===== src/rtl/lsc_uart_pkg.sv =====
// ---------------------------------------------------------------------------
// lsc_uart_pkg
// Shared definitions for the FIFO-buffered UART:
//   - TX / RX FSM state encodings
//   - parity mode constants
//   - helpers to mask a byte to the configured data width and to compute
//     the parity bit that goes on the line
// ---------------------------------------------------------------------------
package lsc_uart_pkg;

    localparam int PARITY_NONE = 0;
    localparam int PARITY_ODD  = 1;
    localparam int PARITY_EVEN = 2;

    typedef enum logic [2:0] {
        TX_IDLE,
        TX_START,
        TX_DATA,
        TX_PARITY,
        TX_STOP
    } tx_state_t;

    typedef enum logic [2:0] {
        RX_IDLE,
        RX_START,
        RX_DATA,
        RX_PARITY,
        RX_STOP
    } rx_state_t;

    // Zero every bit at or above data_w so 7-bit frames stay LSB-aligned.
    function automatic logic [7:0] mask_data(input logic [7:0] d, input int data_w);
        logic [7:0] m;
        for (int i = 0; i < 8; i++) begin
            m[i] = (i < data_w) ? d[i] : 1'b0;
        end
        return m;
    endfunction

    // Line parity bit: XOR over the data bits, inverted for odd parity.
    function automatic logic calc_parity(input logic [7:0] d, input int data_w, input int mode);
        logic p;
        p = 1'b0;
        for (int i = 0; i < 8; i++) begin
            if (i < data_w) begin
                p = p ^ d[i];
            end
        end
        return (mode == PARITY_ODD) ? ~p : p;
    endfunction

endpackage


===== src/rtl/lsc_sync_fifo.sv =====
// ---------------------------------------------------------------------------
// lsc_sync_fifo
// Single-clock FIFO with a registered first-word-fall-through read port.
//
// Ports:
//   clk, reset        clock, synchronous active-high reset
//   wr_en, wr_data    write request / data (ignored when full unless popping)
//   full              no free entry
//   rd_en             pop request (ignored when empty)
//   rd_data           registered head-of-queue value, valid while !empty
//   empty             no stored entry
//
// Pointers carry one extra wrap bit; full/empty are told apart by that MSB.
// ---------------------------------------------------------------------------
module lsc_sync_fifo #(
    parameter int WIDTH = 8,
    parameter int DEPTH = 16
) (
    input  logic             clk,
    input  logic             reset,
    input  logic             wr_en,
    input  logic [WIDTH-1:0] wr_data,
    output logic             full,
    input  logic             rd_en,
    output logic [WIDTH-1:0] rd_data,
    output logic             empty
);

    localparam int AW = $clog2(DEPTH);

    logic [WIDTH-1:0] mem [DEPTH];
    logic [AW:0]      wr_ptr;
    logic [AW:0]      rd_ptr;
    logic [AW:0]      rd_ptr_n;
    logic [WIDTH-1:0] rd_next;
    logic             do_push;
    logic             do_pop;

    assign empty    = (wr_ptr == rd_ptr);
    assign full     = (wr_ptr[AW] != rd_ptr[AW]) && (wr_ptr[AW-1:0] == rd_ptr[AW-1:0]);
    assign do_pop   = rd_en && !empty;
    // A pop on a full FIFO frees the slot the simultaneous push lands in.
    assign do_push  = wr_en && (!full || do_pop);
    assign rd_ptr_n = rd_ptr + {{AW{1'b0}}, do_pop};

    // The write address can only match the next head when the FIFO is
    // (about to be) empty, so the incoming word is forwarded directly.
    always_comb begin
        rd_next = mem[rd_ptr_n[AW-1:0]];
        if (do_push && (wr_ptr[AW-1:0] == rd_ptr_n[AW-1:0])) begin
            rd_next = wr_data;
        end
    end

    always_ff @(posedge clk) begin
        if (do_push) begin
            mem[wr_ptr[AW-1:0]] <= wr_data;
        end
    end

    always_ff @(posedge clk) begin
        if (reset) begin
            wr_ptr  <= '0;
            rd_ptr  <= '0;
            rd_data <= '0;
        end else begin
            if (do_push) begin
                wr_ptr <= wr_ptr + {{AW{1'b0}}, 1'b1};
            end
            rd_ptr <= rd_ptr_n;
            if (do_push || do_pop) begin
                rd_data <= rd_next;
            end
        end
    end

endmodule


===== src/rtl/lsc_uart_fifo_ctrl.sv =====
// ---------------------------------------------------------------------------
// lsc_uart_fifo_ctrl
// Full-duplex UART with TX and RX FIFOs, runtime bit period, 7/8 data bits,
// optional parity, 1/2 stop bits and sticky error flags.
//
// Ports:
//   clk, reset                  clock, synchronous active-high reset
//   i_period                    bit period minus 1 (latched at each frame start)
//   i_tx_data/i_tx_valid        TX byte push; o_tx_ready = TX FIFO not full
//   o_tx_idle                   TX FIFO empty and shifter idle
//   o_rx_data/o_rx_valid        RX FIFO head (registered FWFT); i_rx_ready pops
//   i_clr_err                   clears o_frame_err/o_parity_err/o_rx_overflow
//   i_rxd / o_txd               serial line in (asynchronous) / out
// ---------------------------------------------------------------------------
module lsc_uart_fifo_ctrl
    import lsc_uart_pkg::*;
#(
    parameter int DATA_W    = 8,
    parameter int TX_DEPTH  = 16,
    parameter int RX_DEPTH  = 16,
    parameter int PARITY    = 0,
    parameter int STOP_BITS = 1,
    parameter int PERIOD_W  = 16
) (
    input  logic                clk,
    input  logic                reset,
    input  logic [PERIOD_W-1:0] i_period,
    input  logic [7:0]          i_tx_data,
    input  logic                i_tx_valid,
    output logic                o_tx_ready,
    output logic                o_tx_idle,
    output logic [7:0]          o_rx_data,
    output logic                o_rx_valid,
    input  logic                i_rx_ready,
    input  logic                i_clr_err,
    output logic                o_frame_err,
    output logic                o_parity_err,
    output logic                o_rx_overflow,
    input  logic                i_rxd,
    output logic                o_txd
);

    localparam logic [3:0]          LAST_DATA = 4'(DATA_W - 1);
    localparam logic [3:0]          LAST_STOP = 4'(STOP_BITS - 1);
    localparam logic [PERIOD_W-1:0] P_ONE     = PERIOD_W'(1);

    // ------------------------------------------------------------------
    // TX path
    // ------------------------------------------------------------------
    tx_state_t           tx_state;
    logic [PERIOD_W-1:0] tx_cnt;
    logic [PERIOD_W-1:0] tx_period;
    logic [3:0]          tx_bit;
    logic [7:0]          tx_sh;
    logic                tx_par;
    logic                tx_full;
    logic                tx_empty;
    logic [7:0]          tx_head;
    logic                tx_push;
    logic                tx_tick;
    logic                tx_stop_done;
    logic                tx_load;

    assign tx_push      = i_tx_valid && !tx_full;
    assign tx_tick      = (tx_cnt == '0);
    assign tx_stop_done = (tx_state == TX_STOP) && tx_tick && (tx_bit == LAST_STOP);
    // Start a new frame from IDLE, or straight out of the last stop bit so
    // queued bytes go out with no idle gap.
    assign tx_load      = !tx_empty && ((tx_state == TX_IDLE) || tx_stop_done);

    lsc_sync_fifo #(
        .WIDTH(8),
        .DEPTH(TX_DEPTH)
    ) u_tx_fifo (
        .clk    (clk),
        .reset  (reset),
        .wr_en  (tx_push),
        .wr_data(i_tx_data),
        .full   (tx_full),
        .rd_en  (tx_load),
        .rd_data(tx_head),
        .empty  (tx_empty)
    );

    always_ff @(posedge clk) begin
        if (tx_load) begin
            tx_sh     <= mask_data(tx_head, DATA_W);
            tx_par    <= calc_parity(tx_head, DATA_W, PARITY);
            tx_period <= i_period;
        end else if (tx_tick && ((tx_state == TX_START) || (tx_state == TX_DATA))) begin
            tx_sh <= tx_sh >> 1;
        end
    end

    always_ff @(posedge clk) begin
        if (reset) begin
            tx_state <= TX_IDLE;
            o_txd    <= 1'b1;
            tx_cnt   <= '0;
            tx_bit   <= '0;
        end else if (tx_load) begin
            tx_state <= TX_START;
            o_txd    <= 1'b0;
            tx_cnt   <= i_period;
            tx_bit   <= '0;
        end else begin
            case (tx_state)
                TX_IDLE: begin
                    o_txd <= 1'b1;
                end
                TX_START: begin
                    if (tx_tick) begin
                        tx_state <= TX_DATA;
                        o_txd    <= tx_sh[0];
                        tx_cnt   <= tx_period;
                        tx_bit   <= '0;
                    end else begin
                        tx_cnt <= tx_cnt - P_ONE;
                    end
                end
                TX_DATA: begin
                    if (tx_tick) begin
                        tx_cnt <= tx_period;
                        if (tx_bit == LAST_DATA) begin
                            tx_bit <= '0;
                            if (PARITY != PARITY_NONE) begin
                                tx_state <= TX_PARITY;
                                o_txd    <= tx_par;
                            end else begin
                                tx_state <= TX_STOP;
                                o_txd    <= 1'b1;
                            end
                        end else begin
                            tx_bit <= tx_bit + 4'd1;
                            o_txd  <= tx_sh[0];
                        end
                    end else begin
                        tx_cnt <= tx_cnt - P_ONE;
                    end
                end
                TX_PARITY: begin
                    if (tx_tick) begin
                        tx_state <= TX_STOP;
                        o_txd    <= 1'b1;
                        tx_cnt   <= tx_period;
                        tx_bit   <= '0;
                    end else begin
                        tx_cnt <= tx_cnt - P_ONE;
                    end
                end
                TX_STOP: begin
                    if (tx_tick) begin
                        if (tx_bit == LAST_STOP) begin
                            tx_state <= TX_IDLE;
                        end else begin
                            tx_bit <= tx_bit + 4'd1;
                            tx_cnt <= tx_period;
                        end
                    end else begin
                        tx_cnt <= tx_cnt - P_ONE;
                    end
                end
                default: begin
                    tx_state <= TX_IDLE;
                    o_txd    <= 1'b1;
                end
            endcase
        end
    end

    assign o_tx_ready = !tx_full;
    assign o_tx_idle  = tx_empty && (tx_state == TX_IDLE);

    // ------------------------------------------------------------------
    // RX synchronizer: p0/p1 resynchronise, p2 is the previous p1 value
    // used for falling-edge detection.
    // ------------------------------------------------------------------
    logic rxd_p0;
    logic rxd_p1;
    logic rxd_p2;

    always_ff @(posedge clk) begin
        if (reset) begin
            rxd_p0 <= 1'b1;
            rxd_p1 <= 1'b1;
            rxd_p2 <= 1'b1;
        end else begin
            rxd_p0 <= i_rxd;
            rxd_p1 <= rxd_p0;
            rxd_p2 <= rxd_p1;
        end
    end

    // ------------------------------------------------------------------
    // RX FSM
    // ------------------------------------------------------------------
    rx_state_t           rx_state;
    logic [PERIOD_W-1:0] rx_cnt;
    logic [PERIOD_W-1:0] rx_period;
    logic [PERIOD_W-1:0] rx_half;
    logic [3:0]          rx_bit;
    logic [DATA_W-1:0]   rx_sh;
    logic [7:0]          rx_byte;
    logic [7:0]          rx_data_q;
    logic                rx_par_bad;
    logic                rx_push;
    logic                rx_tick;
    logic                rx_full;
    logic                rx_empty;
    logic                frame_evt;
    logic                par_evt;
    logic                ovf_evt;

    assign rx_tick = (rx_cnt == '0);
    // (i_period+1)>>1 without needing an extra carry bit.
    assign rx_half = (i_period >> 1) + PERIOD_W'(i_period[0]);

    always_comb begin
        rx_byte               = '0;
        rx_byte[DATA_W-1:0]   = rx_sh;
    end

    always_ff @(posedge clk) begin
        if ((rx_state == RX_IDLE) && rxd_p2 && !rxd_p1) begin
            rx_period <= i_period;
        end
        if ((rx_state == RX_DATA) && rx_tick) begin
            rx_sh <= {rxd_p1, rx_sh[DATA_W-1:1]};
        end
        if ((rx_state == RX_STOP) && rx_tick) begin
            rx_data_q <= rx_byte;
        end
    end

    always_ff @(posedge clk) begin
        if (reset) begin
            rx_state   <= RX_IDLE;
            rx_cnt     <= '0;
            rx_bit     <= '0;
            rx_par_bad <= 1'b0;
            rx_push    <= 1'b0;
        end else begin
            rx_push <= 1'b0;
            case (rx_state)
                RX_IDLE: begin
                    if (rxd_p2 && !rxd_p1) begin
                        rx_state   <= RX_START;
                        rx_cnt     <= rx_half - P_ONE;
                        rx_par_bad <= 1'b0;
                    end
                end
                RX_START: begin
                    if (rx_tick) begin
                        // A start bit that is high again at mid-bit is a glitch.
                        if (rxd_p1) begin
                            rx_state <= RX_IDLE;
                        end else begin
                            rx_state <= RX_DATA;
                            rx_cnt   <= rx_period;
                            rx_bit   <= '0;
                        end
                    end else begin
                        rx_cnt <= rx_cnt - P_ONE;
                    end
                end
                RX_DATA: begin
                    if (rx_tick) begin
                        rx_cnt <= rx_period;
                        if (rx_bit == LAST_DATA) begin
                            rx_state <= (PARITY != PARITY_NONE) ? RX_PARITY : RX_STOP;
                        end else begin
                            rx_bit <= rx_bit + 4'd1;
                        end
                    end else begin
                        rx_cnt <= rx_cnt - P_ONE;
                    end
                end
                RX_PARITY: begin
                    if (rx_tick) begin
                        rx_par_bad <= (rxd_p1 != calc_parity(rx_byte, DATA_W, PARITY));
                        rx_cnt     <= rx_period;
                        rx_state   <= RX_STOP;
                    end else begin
                        rx_cnt <= rx_cnt - P_ONE;
                    end
                end
                RX_STOP: begin
                    if (rx_tick) begin
                        rx_state <= RX_IDLE;
                        rx_push  <= rxd_p1 && !rx_par_bad;
                    end else begin
                        rx_cnt <= rx_cnt - P_ONE;
                    end
                end
                default: begin
                    rx_state <= RX_IDLE;
                end
            endcase
        end
    end

    assign frame_evt = (rx_state == RX_STOP) && rx_tick && !rxd_p1;
    assign par_evt   = (rx_state == RX_STOP) && rx_tick && rx_par_bad;
    // A full FIFO drops the byte instead of overwriting stored entries.
    assign ovf_evt   = rx_push && rx_full;

    lsc_sync_fifo #(
        .WIDTH(8),
        .DEPTH(RX_DEPTH)
    ) u_rx_fifo (
        .clk    (clk),
        .reset  (reset),
        .wr_en  (rx_push && !rx_full),
        .wr_data(rx_data_q),
        .full   (rx_full),
        .rd_en  (i_rx_ready),
        .rd_data(o_rx_data),
        .empty  (rx_empty)
    );

    assign o_rx_valid = !rx_empty;

    // ------------------------------------------------------------------
    // Sticky error flags: a new event outranks a same-cycle clear.
    // ------------------------------------------------------------------
    always_ff @(posedge clk) begin
        if (reset) begin
            o_frame_err   <= 1'b0;
            o_parity_err  <= 1'b0;
            o_rx_overflow <= 1'b0;
        end else begin
            o_frame_err   <= frame_evt | (o_frame_err   & ~i_clr_err);
            o_parity_err  <= par_evt   | (o_parity_err  & ~i_clr_err);
            o_rx_overflow <= ovf_evt   | (o_rx_overflow & ~i_clr_err);
        end
    end

endmodule


===== config.mk =====
export PLATFORM = sky130hd
export DESIGN_NAME = lsc_uart_fifo_ctrl
export DESIGN_NICKNAME = d
export VERILOG_FILES = /design/src/rtl/lsc_uart_pkg.sv /design/src/rtl/lsc_sync_fifo.sv /design/src/rtl/lsc_uart_fifo_ctrl.sv
export SDC_FILE = /design/constraint.sdc
export NUM_CORES = 1
export LEC_CHECK = 0
export CORE_ASPECT_RATIO = 1.5
export CORE_MARGIN = 10
export CORE_UTILIZATION = 45
export CTS_CLUSTER_DIAMETER = 200
export CTS_CLUSTER_SIZE = 12
export DETAILED_ROUTE_END_ITERATION = 16
export SETUP_SLACK_MARGIN = 0.1
export SYNTH_ARGS = -nofsm -noshare
export SYNTH_HDL_FRONTEND = slang
export SYNTH_SLANG_ARGS = --single-unit

===== constraint.sdc =====
create_clock -name clk -period 6.2 [get_ports clk]
set_clock_uncertainty 0.1 [all_clocks]
set_input_delay 1.24 -clock clk [delete_from_list [all_inputs] [get_ports clk]]
set_output_delay 1.24 -clock clk [all_outputs]
set_load 0.01 [all_outputs]

* Word level (Yosys, flattened, before mapping)
Memories as Yosys holds them, arrays and structs flattened. A register that Yosys moved wholly into a read port is not among the register bits. Cells that the tools add are included.
Storage, ports and cells: register bits 131, memory bits (writable) 256, bits of input ports 30, memories 2
Operators by class: $add $sub $neg 10, eq/ne operators 44, mux-type cells 77, bitwise operators 17, reductions and logical operators 59
Memory list:
- u_rx_fifo.mem | words 16, width 8, rd ports 1, clocked after Yosys merged registers in 1, wr ports 1, RTL line lsc_sync_fifo.sv:31 | logic [WIDTH-1:0] mem [DEPTH];
- u_tx_fifo.mem | words 16, width 8, rd ports 1, clocked after Yosys merged registers in 1, wr ports 1, RTL line lsc_sync_fifo.sv:31
Operators by type and width (count):
- two-way mux 16 bit | 9
- case mux 16 bit (4 select lines) | 1
- subtractor 16 x 1 -> 16 bit (second input constant) | 3
- two-way mux 1 bit | 36
- two-way mux 3 bit | 12
- two-way mux 4 bit | 9
- logical NOT 16 bit | 2
- case mux 16 bit (2 select lines) | 1
- case mux 3 bit (5 select lines) | 2
- inequality test 2 bit (second input constant) | 12
- logical AND 1 bit | 22
- adder 15 x 1 -> 16 bit | 1
- two-way mux 8 bit | 2
- inequality test 2 x 1 -> 1 bit (second input constant) | 7
- AND reduction 7 bit | 2
- equality test 3 x 2 -> 1 bit (second input constant) | 4
- inequality test 3 x 2 -> 1 bit (second input constant) | 4
- case mux 4 bit (3 select lines) | 1
- adder 5 x 1 -> 5 bit | 2
- adder 5 x 1 -> 5 bit (second input constant) | 2
- equality test 5 bit | 2
- AND reduction 5 bit | 2
- adder 4 x 1 -> 4 bit (second input constant) | 2
- equality test 4 x 3 -> 1 bit (second input constant) | 2
- 28 further kinds | 65

* Depth between registers and ports, before layout
Gate-level depths: netlist of run 1.
depth after elaboration 35, gate-level depth with buffers 18, depth with buffers taken out 14

* By module
Synthesis of run 1 repeated with hierarchy kept, for this count alone.
Second synthesis, totals: cells, all modules 1317, area total of the unflattened synthesis 18258.8 um2
By module, submodules not included:
- lsc_uart_fifo_ctrl | times used 1, cells an instance 667, area an instance 6177.2 um2, sequential area each 2782.7 um2
- lsc_sync_fifo at u_tx_fifo | times used 1, cells an instance 325, area an instance 6042.0 um2, sequential area each 4204.0 um2
- lsc_sync_fifo at u_rx_fifo | times used 1, cells an instance 325, area an instance 6039.5 um2, sequential area each 4204.0 um2

* Least setup slack after synthesis of run 1
No wires, ideal clock.
path kind flip-flop to flip-flop, start point register tx_cnt[7], end point register u_tx_fifo.rd_data[3] (read register of u_tx_fifo.mem), arrival 3.978 ns, setup slack 2.042 ns, stages on the path, launching flop included 17, buffers on the path 5, period minus slack after synthesis 4.158 ns, path through dfxtp_1 > nor4_4 > and4_4 > nand3_2 > a2111o_1 > buf_6 > clkinv_8 > buf_4 > ha_1 > buf_2 > buf_2 > buf_4 > xor2_1 > a2111oi_0 > nand2_1 > mux2i_1 > a211oi_2
RTL lines:
- from (decl) | RTL line lsc_uart_fifo_ctrl.sv:51 | logic [PERIOD_W-1:0] tx_cnt;
- from (signal assigned) | RTL line lsc_uart_fifo_ctrl.sv:104 | tx_cnt <= i_period;
- from (signal assigned) | RTL line lsc_uart_fifo_ctrl.sv:115 | tx_cnt <= tx_period;
- from (signal assigned) | RTL line lsc_uart_fifo_ctrl.sv:118 | tx_cnt <= tx_cnt - P_ONE;
- logical NOT 16 bit | RTL line lsc_uart_fifo_ctrl.sv:65 | assign tx_tick = (tx_cnt == '0);
- logical AND 1 bit (2 in a row) | RTL line lsc_uart_fifo_ctrl.sv:66 | assign tx_stop_done = (tx_state == TX_STOP) && tx_tick && (tx_bit == LAST_STOP);
- logical OR 1 bit | RTL line lsc_uart_fifo_ctrl.sv:69 | assign tx_load = !tx_empty && ((tx_state == TX_IDLE) || tx_stop_done);
- logical AND 1 bit | RTL line lsc_uart_fifo_ctrl.sv:69
- via tx_load | RTL line lsc_uart_fifo_ctrl.sv:62 | logic tx_load;
- logical AND 1 bit | RTL line lsc_sync_fifo.sv:41 | assign do_pop = rd_en && !empty;
- adder 5 x 1 -> 5 bit | RTL line lsc_sync_fifo.sv:44 | assign rd_ptr_n = rd_ptr + {{AW{1'b0}}, do_pop};
- via u_tx_fifo.rd_ptr_n[0] | RTL line lsc_sync_fifo.sv:34 | logic [AW:0] rd_ptr_n;
- to (decl) | RTL line lsc_sync_fifo.sv:25 | output logic [WIDTH-1:0] rd_data,
The timed path passes the listed nets, and every way through them passes these cells. A chain may end at the register's enable or synchronous reset.

* Worst setup path in the final report of run 1
start point register tx_cnt[7], end point register u_tx_fifo.rd_data[7] (read register of u_tx_fifo.mem)
RTL lines (RTL line):
- logical NOT 16 bit | lsc_uart_fifo_ctrl.sv:65
- logical AND 1 bit (2 in a row) | lsc_uart_fifo_ctrl.sv:66
- logical OR 1 bit | lsc_uart_fifo_ctrl.sv:69
- logical AND 1 bit | lsc_uart_fifo_ctrl.sv:69
- logical AND 1 bit | lsc_sync_fifo.sv:41
- adder 5 x 1 -> 5 bit | lsc_sync_fifo.sv:44
- via u_tx_fifo.rd_ptr_n[0] | lsc_sync_fifo.sv:34
The timed path passes the listed nets, and every way through them passes these cells.

==> metrics.csv, run 1 <==
metric,value,unit
design_area,19700,um2
die_x,182,um
min_path_type,reg2reg,
antenna_cells,0,
timing.critical_path.from,tx_cnt[7]$_SDFFE_PP0P_,
grt_overflow,0,
drive_gt1_share,13.6,%
cp-end-kind,register,
cts_resized,0,
drt-pass1-iter-count,6,
p_per_area,373,nW/um2
yosys_register_bits,403,
critPathSlowestCell,ha_2,
row_count,88,
syn_nets,1308,
critPathMaxStageDelay,700,ps
io_pins,45,
clock_sinks,403,
initial_core_util,45.7,%
dp_cells,1751,
fmax,0.217,GHz
cts_setup_buffers,0,
dpl-instance-area,18500,um2
relSlewSlack,29.0,%
setup-tns-final,0,ps
fin_util,51.0,%
crit_arrival,4890,ps
vdd_drop_max,0.283,mV
hpwl,26.8,mm
fin_crit_sh,74.2,%
synthCells,1258,
tritoncts,built,
port_buffers,44,
drt_first_iter_violations,737,
clock_path_buffers,3,
outcome,finished clean,
antenna_found_initial,0,
drc,0,
hold_viol_final,0,
final_cell_mix,"312 x edfxtp_1, 112 x nor2_1, 91 x dfxtp_1",
final_common_cell,edfxtp_1,
yosysWarnings,0,
synthFlopType,edfxtp_1,
cp_num_buf_inv,2,
die-area,47600,um2
grt_pass1_vias,10800,
die_h,262,um
core,38500,um2
async_reset_ff_share,0,%
grtUsageTotal,16.3,%
crit_chain,nor4_4 -> and4_4 -> nand3_2 -> a2111o_1 -> clkinv_8 -> ha_2 -> buf_4 -> xor2_1 -> a2111oi_0 -> nand2_1 -> mux2i_1 -> a211oi_2,
p_leak,0.00647,uW
insertion_delay,550,ps
fill_cells,3297,
routedWlPerCell,21.7,um
fin_nets,1347,
grt_first_pass_wirelength,62.2,mm
clk_pin_slew,60,ps
ys_seq_area_share,63.6,%
syn-cell-area,17600,um2
finalWeightedCongestion,0.823,
final_cells,1823,
crit_family,simple AND/OR/NAND/NOR gates,
synth.distinct_cells,82,
antenna_violating_nets_post_route,0,
setup_viol,0,
dr_total_vias,10400,
slew_violations,0,
synth_edf_count,312,
syn2layout_area_growth,11.7,%
startpoint_type,register,
rsz0062_at_grt,false,
fin_hold_ws,354,ps
period_needed,4600,ps
rr_startpoint,tx_cnt[7]$_SDFFE_PP0P_,
hold_path.startpoint,rxd_p0$_SDFF_PP1_,
cts_max_level,2,
tightest_slew,1060,ps
cp_max_fo,48,
max_cap_violations,0,
cts_root_buffer,clkbuf_16,
vias_per_cell,5.70,
postCtsHoldBufs,0,
grt_max_degree,71,
crit_required,6490,ps
crit_type,reg2reg,
numCtsBuffers,39,
wirelength,39.5,mm
syn_avg_cell_area,14.0,um2
metal layers:
metal | GRT usage [%] | up-vias | share of wire, %
met1 | 18.0 | 5218 | 39
met4 | 5.28 | 0 | 2.5
li1 | - | 4903 | -
met2 | 31.1 | 193 | 56
met5 | 0 | - | 0
met3 | 2.29 | 68 | 3.2
cell type report:
type	count	area [um2]	area share [%]
clock inverter	4	56.3	0.286
tap	495	619	3.15
inverter	24	103	0.522
multi-input combinational	763	6010	30.6
clock buffer	68	1080	5.52
sequential	403	11200	56.9
timing repair buffer	66	601	3.05
cell usage after synthesis, types with 16 or more instances:
master | instances | area (um2)
nand3_1 | 16 | 80.1
a21oi_1 | 68 | 340
ha_1 | 20 | 250
a211oi_1 | 28 | 210
nor2b_1 | 21 | 131
o21ai_0 | 30 | 150
xor2_1 | 31 | 272
nor2_1 | 112 | 420
clkbuf_1 | 36 | 135
edfxtp_1 | 312 | 9370
dfxtp_1 | 91 | 1820
xnor2_1 | 29 | 254
nand2_1 | 83 | 312
mux4_2 | 67 | 1510
inv_1 | 23 | 86.3
mux2i_1 | 22 | 220
nor3_1 | 42 | 210
buf_2 | 23 | 115
logic make-up (layout without fill, tap and decap cells):
logic type               after synthesis  after routing  share of synthesized area, %
multiplexers                          91             91                          9.95
buffers and inverters                 92            162                          2.46
AND/OR/NAND/NOR                      377            377                          11.2
XOR/XNOR                              60             60                          2.98
flip-flops                           403            403                          63.6
AO/OA/AOI/OAI                        215            215                          8.40
adder cells (fa/ha/maj)               20             20                          1.42
state kept, by name (all words and copies together), names as in the netlist, 3 cells and up:
signal and cells:
tx_state 3, u_tx_fifo.rd_ptr 5, rx_byte 8, tx_cnt 16
u_tx_fifo.wr_ptr 5, rx_bit 4, u_rx_fifo.mem 128, rx_data_q 8
tx_sh 8, rx_state 3, u_rx_fifo.rd_data 8, u_rx_fifo.rd_ptr 5
u_tx_fifo.mem 128, tx_period 16, tx_bit 4, u_tx_fifo.rd_data 8
rx_period 16, u_rx_fifo.wr_ptr 5, rx_cnt 16
per-stage QoR:
stage	worst slack, ps	power (uW)
floorplan	2040	4780
global placement	1670	5180
detailed placement	1570	5200
CTS	1550	7410
global route	1180	7720
finish	1600	7340
worst register-to-register path, cell delays in order, from the launching register on:
cell and delay (ps):
dfxtp_1 380, nor4_4 410, and4_4 320, nand3_2 90, a2111o_1 540, clkinv_8 230
ha_2 710, buf_4 360, xor2_1 100, a2111oi_0 400, nand2_1 380, mux2i_1 330
a211oi_2 100
where the power goes:
part	leakage, uW	switching [uW]	total [uW]	internal [uW]
logic	0.00236	1010	1850	844
registers	0.00357	156	3260	3110
clock network	0.000539	1020	2220	1200
final timing paths:
kind / to / slack [ps] / depth (start not counted)
setup / recovery: u_tx_fifo.rd_data[7]$_SDFFE_PP0P_ / 1600 / 12
hold / removal: rxd_p1$_SDFF_PP1_ / 350 / 1
setup reg to reg: u_tx_fifo.rd_data[7]$_SDFFE_PP0P_ / 1600 / 12
hold reg to reg: rxd_p1$_SDFF_PP1_ / 350 / 1
Power figures use the tool's default switching activity.
==> run 2: changes to the inputs <==
clock period = 3.7 ns   (was 6.2 ns; I/O delays follow)
==> metrics.csv, run 2 (synthesis results as in run 1) <==
metric,value,unit,change
outcome,finished clean,,
relSlewSlack,34.9,%,+5.9 points
setup-tns-final,0,ps,unchanged
antenna_violating_nets_post_route,0,,unchanged
design_area,20400,um2,+3.5%
finalWorstSetupSlack,252,ps,-1350 ps
grt_overflow,0,,unchanged
dpl-instance-area,19000,um2,+2.6%
cts_root_buffer,clkbuf_16,,
tritoncts,built,,
max_cap_violations,0,,unchanged
drt_first_iter_violations,552,,-25%
clock_path_buffers,3,,unchanged
grt_max_degree,48,,-32%
clk_pin_slew,70,ps,about the same
grtUsageTotal,16.4,%,+0.14 points
initial_core_util,45.7,%,unchanged
drive_gt1_share,18.5,%,+5.0 points
die_h,262,um,unchanged
port_buffers,44,,unchanged
grt_first_pass_wirelength,62.9,mm,+1.2%
wirelength,40.1,mm,+1.5%
cp-end-kind,register,,
final_cell_mix,"312 x edfxtp_1, 112 x nor2_1, 87 x dfxtp_1",,
slew_violations,0,,unchanged
crit_type,reg2reg,,
min_path_type,reg2reg,,
insertion_delay,550,ps,about the same
cp_max_fo,8,,-83%
final_common_cell,edfxtp_1,,
crit_required,4010,ps,-2480 ps
postCtsHoldBufs,0,,unchanged
routedWlPerCell,21.3,um,-1.9%
cts_max_level,2,,unchanged
drc,0,,unchanged
pre_cts_slack,86.7,ps,-1480 ps
drt-pass1-iter-count,6,,unchanged
crit_arrival,3760,ps,-1130 ps
rsz0062_at_grt,true,,
fin_crit_sh,93.2,%,+19 points
io_pins,45,,unchanged
core,38500,um2,unchanged
tightest_slew,973,ps,-87.9 ps
grt_pass1_vias,11000,,+1.5%
numCtsBuffers,39,,unchanged
p_per_area,631,nW/um2,+69%
fin_nets,1410,,+4.7%
vias_per_cell,5.62,,-1.2%
startpoint_type,register,,
syn2layout_area_growth,15.6,%,
period_needed,3450,ps,-1150 ps
hold_viol_final,0,,unchanged
die-area,47600,um2,unchanged
antenna_cells,0,,unchanged
finalPower,12800,uW,+75%
hpwl,27.1,mm,+1.4%
finalWeightedCongestion,0.782,,-5.0%
vdd_drop_max,0.495,mV,+75%
fmax,0.290,GHz,+33%
setup_viol,0,,unchanged
clock_sinks,403,,unchanged
dr_total_vias,10600,,+2.2%
antenna_found_initial,0,,unchanged
die_x,182,um,unchanged
row_count,88,,unchanged
p_leak,0.00684,uW,+5.7%
[run 2: worst max-delay path, cell delays in order (launching register included)]
cell and delay [ps]:
dfxtp_2 350, nor4_4 280, and4_4 280, nand3_2 90, a2111o_1 520, clkinv_8 80
ha_4 130, ha_4 250, buf_12 150, mux4_2 260, nor2b_1 140, a211oi_1 320
a21oi_1 80, mux2i_1 180, a211oi_2 90
[run 2: final timing paths]
check                                                    endpoint  slack, ps  cells after the start                    from
worst max register to register  u_tx_fifo.rd_data[4]$_SDFFE_PP0P_        250                     14  tx_cnt[8]$_SDFFE_PP0P_
worst min register to register             rx_data_q[0]$_DFFE_PP_        390                      0    rx_byte[0]$_DFFE_PP_
worst max-delay path            u_tx_fifo.rd_data[4]$_SDFFE_PP0P_        250                     14  tx_cnt[8]$_SDFFE_PP0P_
worst min-delay path                       rx_data_q[0]$_DFFE_PP_        390                      0    rx_byte[0]$_DFFE_PP_
[run 2: power breakdown]
part           leakage, uW  total [uW]  switching [uW]  internal, uW
Sequential         0.00357        5450             238          5210
Clock             0.000539        3700            1680          2010
Combinational      0.00273        3710            1870          1840
Total              0.00684       12800            3790          9060
[run 2: routing by layer]
layer  vias to the layer above  global-route usage [%]  share of wire [%]
li1                       5031                       -                  -
met1                      5308                    18.5                 39
met2                       210                    30.7                 55
met3                        59                    2.27                3.2
met4                         0                    5.78                2.7
met5                         -                       0                  0
[run 2: final cells by class]
type,count,area [um2]
sequential,403,11200
tap,495,619
clock inverter,4,56.3
clock buffer,68,1080
timing repair buffer,129,1180
multi-input combinational,763,6120
inverter,24,103
fill,3276,18200
[run 2: timing repair]
item | in CTS | in global routing
pin swaps | 1 | 10
gates cloned | 0 | 0
setup buffers | 3 | 10
endpoints found under the setup margin | 1 | 16
resized for setup | 0 | 19
[run 2: per-stage QoR]
stage | util [%] | hold slack [ps] | std cells
3_3_place_gp | 49.3 | 359 | 1801
2_1_floorplan | - | 289 | 1258
5_1_grt | 52.8 | 406 | 1886
4_1_cts | 52.4 | 386 | 1876
6_report | 52.8 | 392 | 1886
3_5_place_dp | 49.3 | 362 | 1801
==> run 3: changes to the inputs <==
GPL_ROUTABILITY_DRIVEN = 0   (was not set)
==> results of run 3 <==
The final DEF is identical to that of run 2; final timing and power are the same.
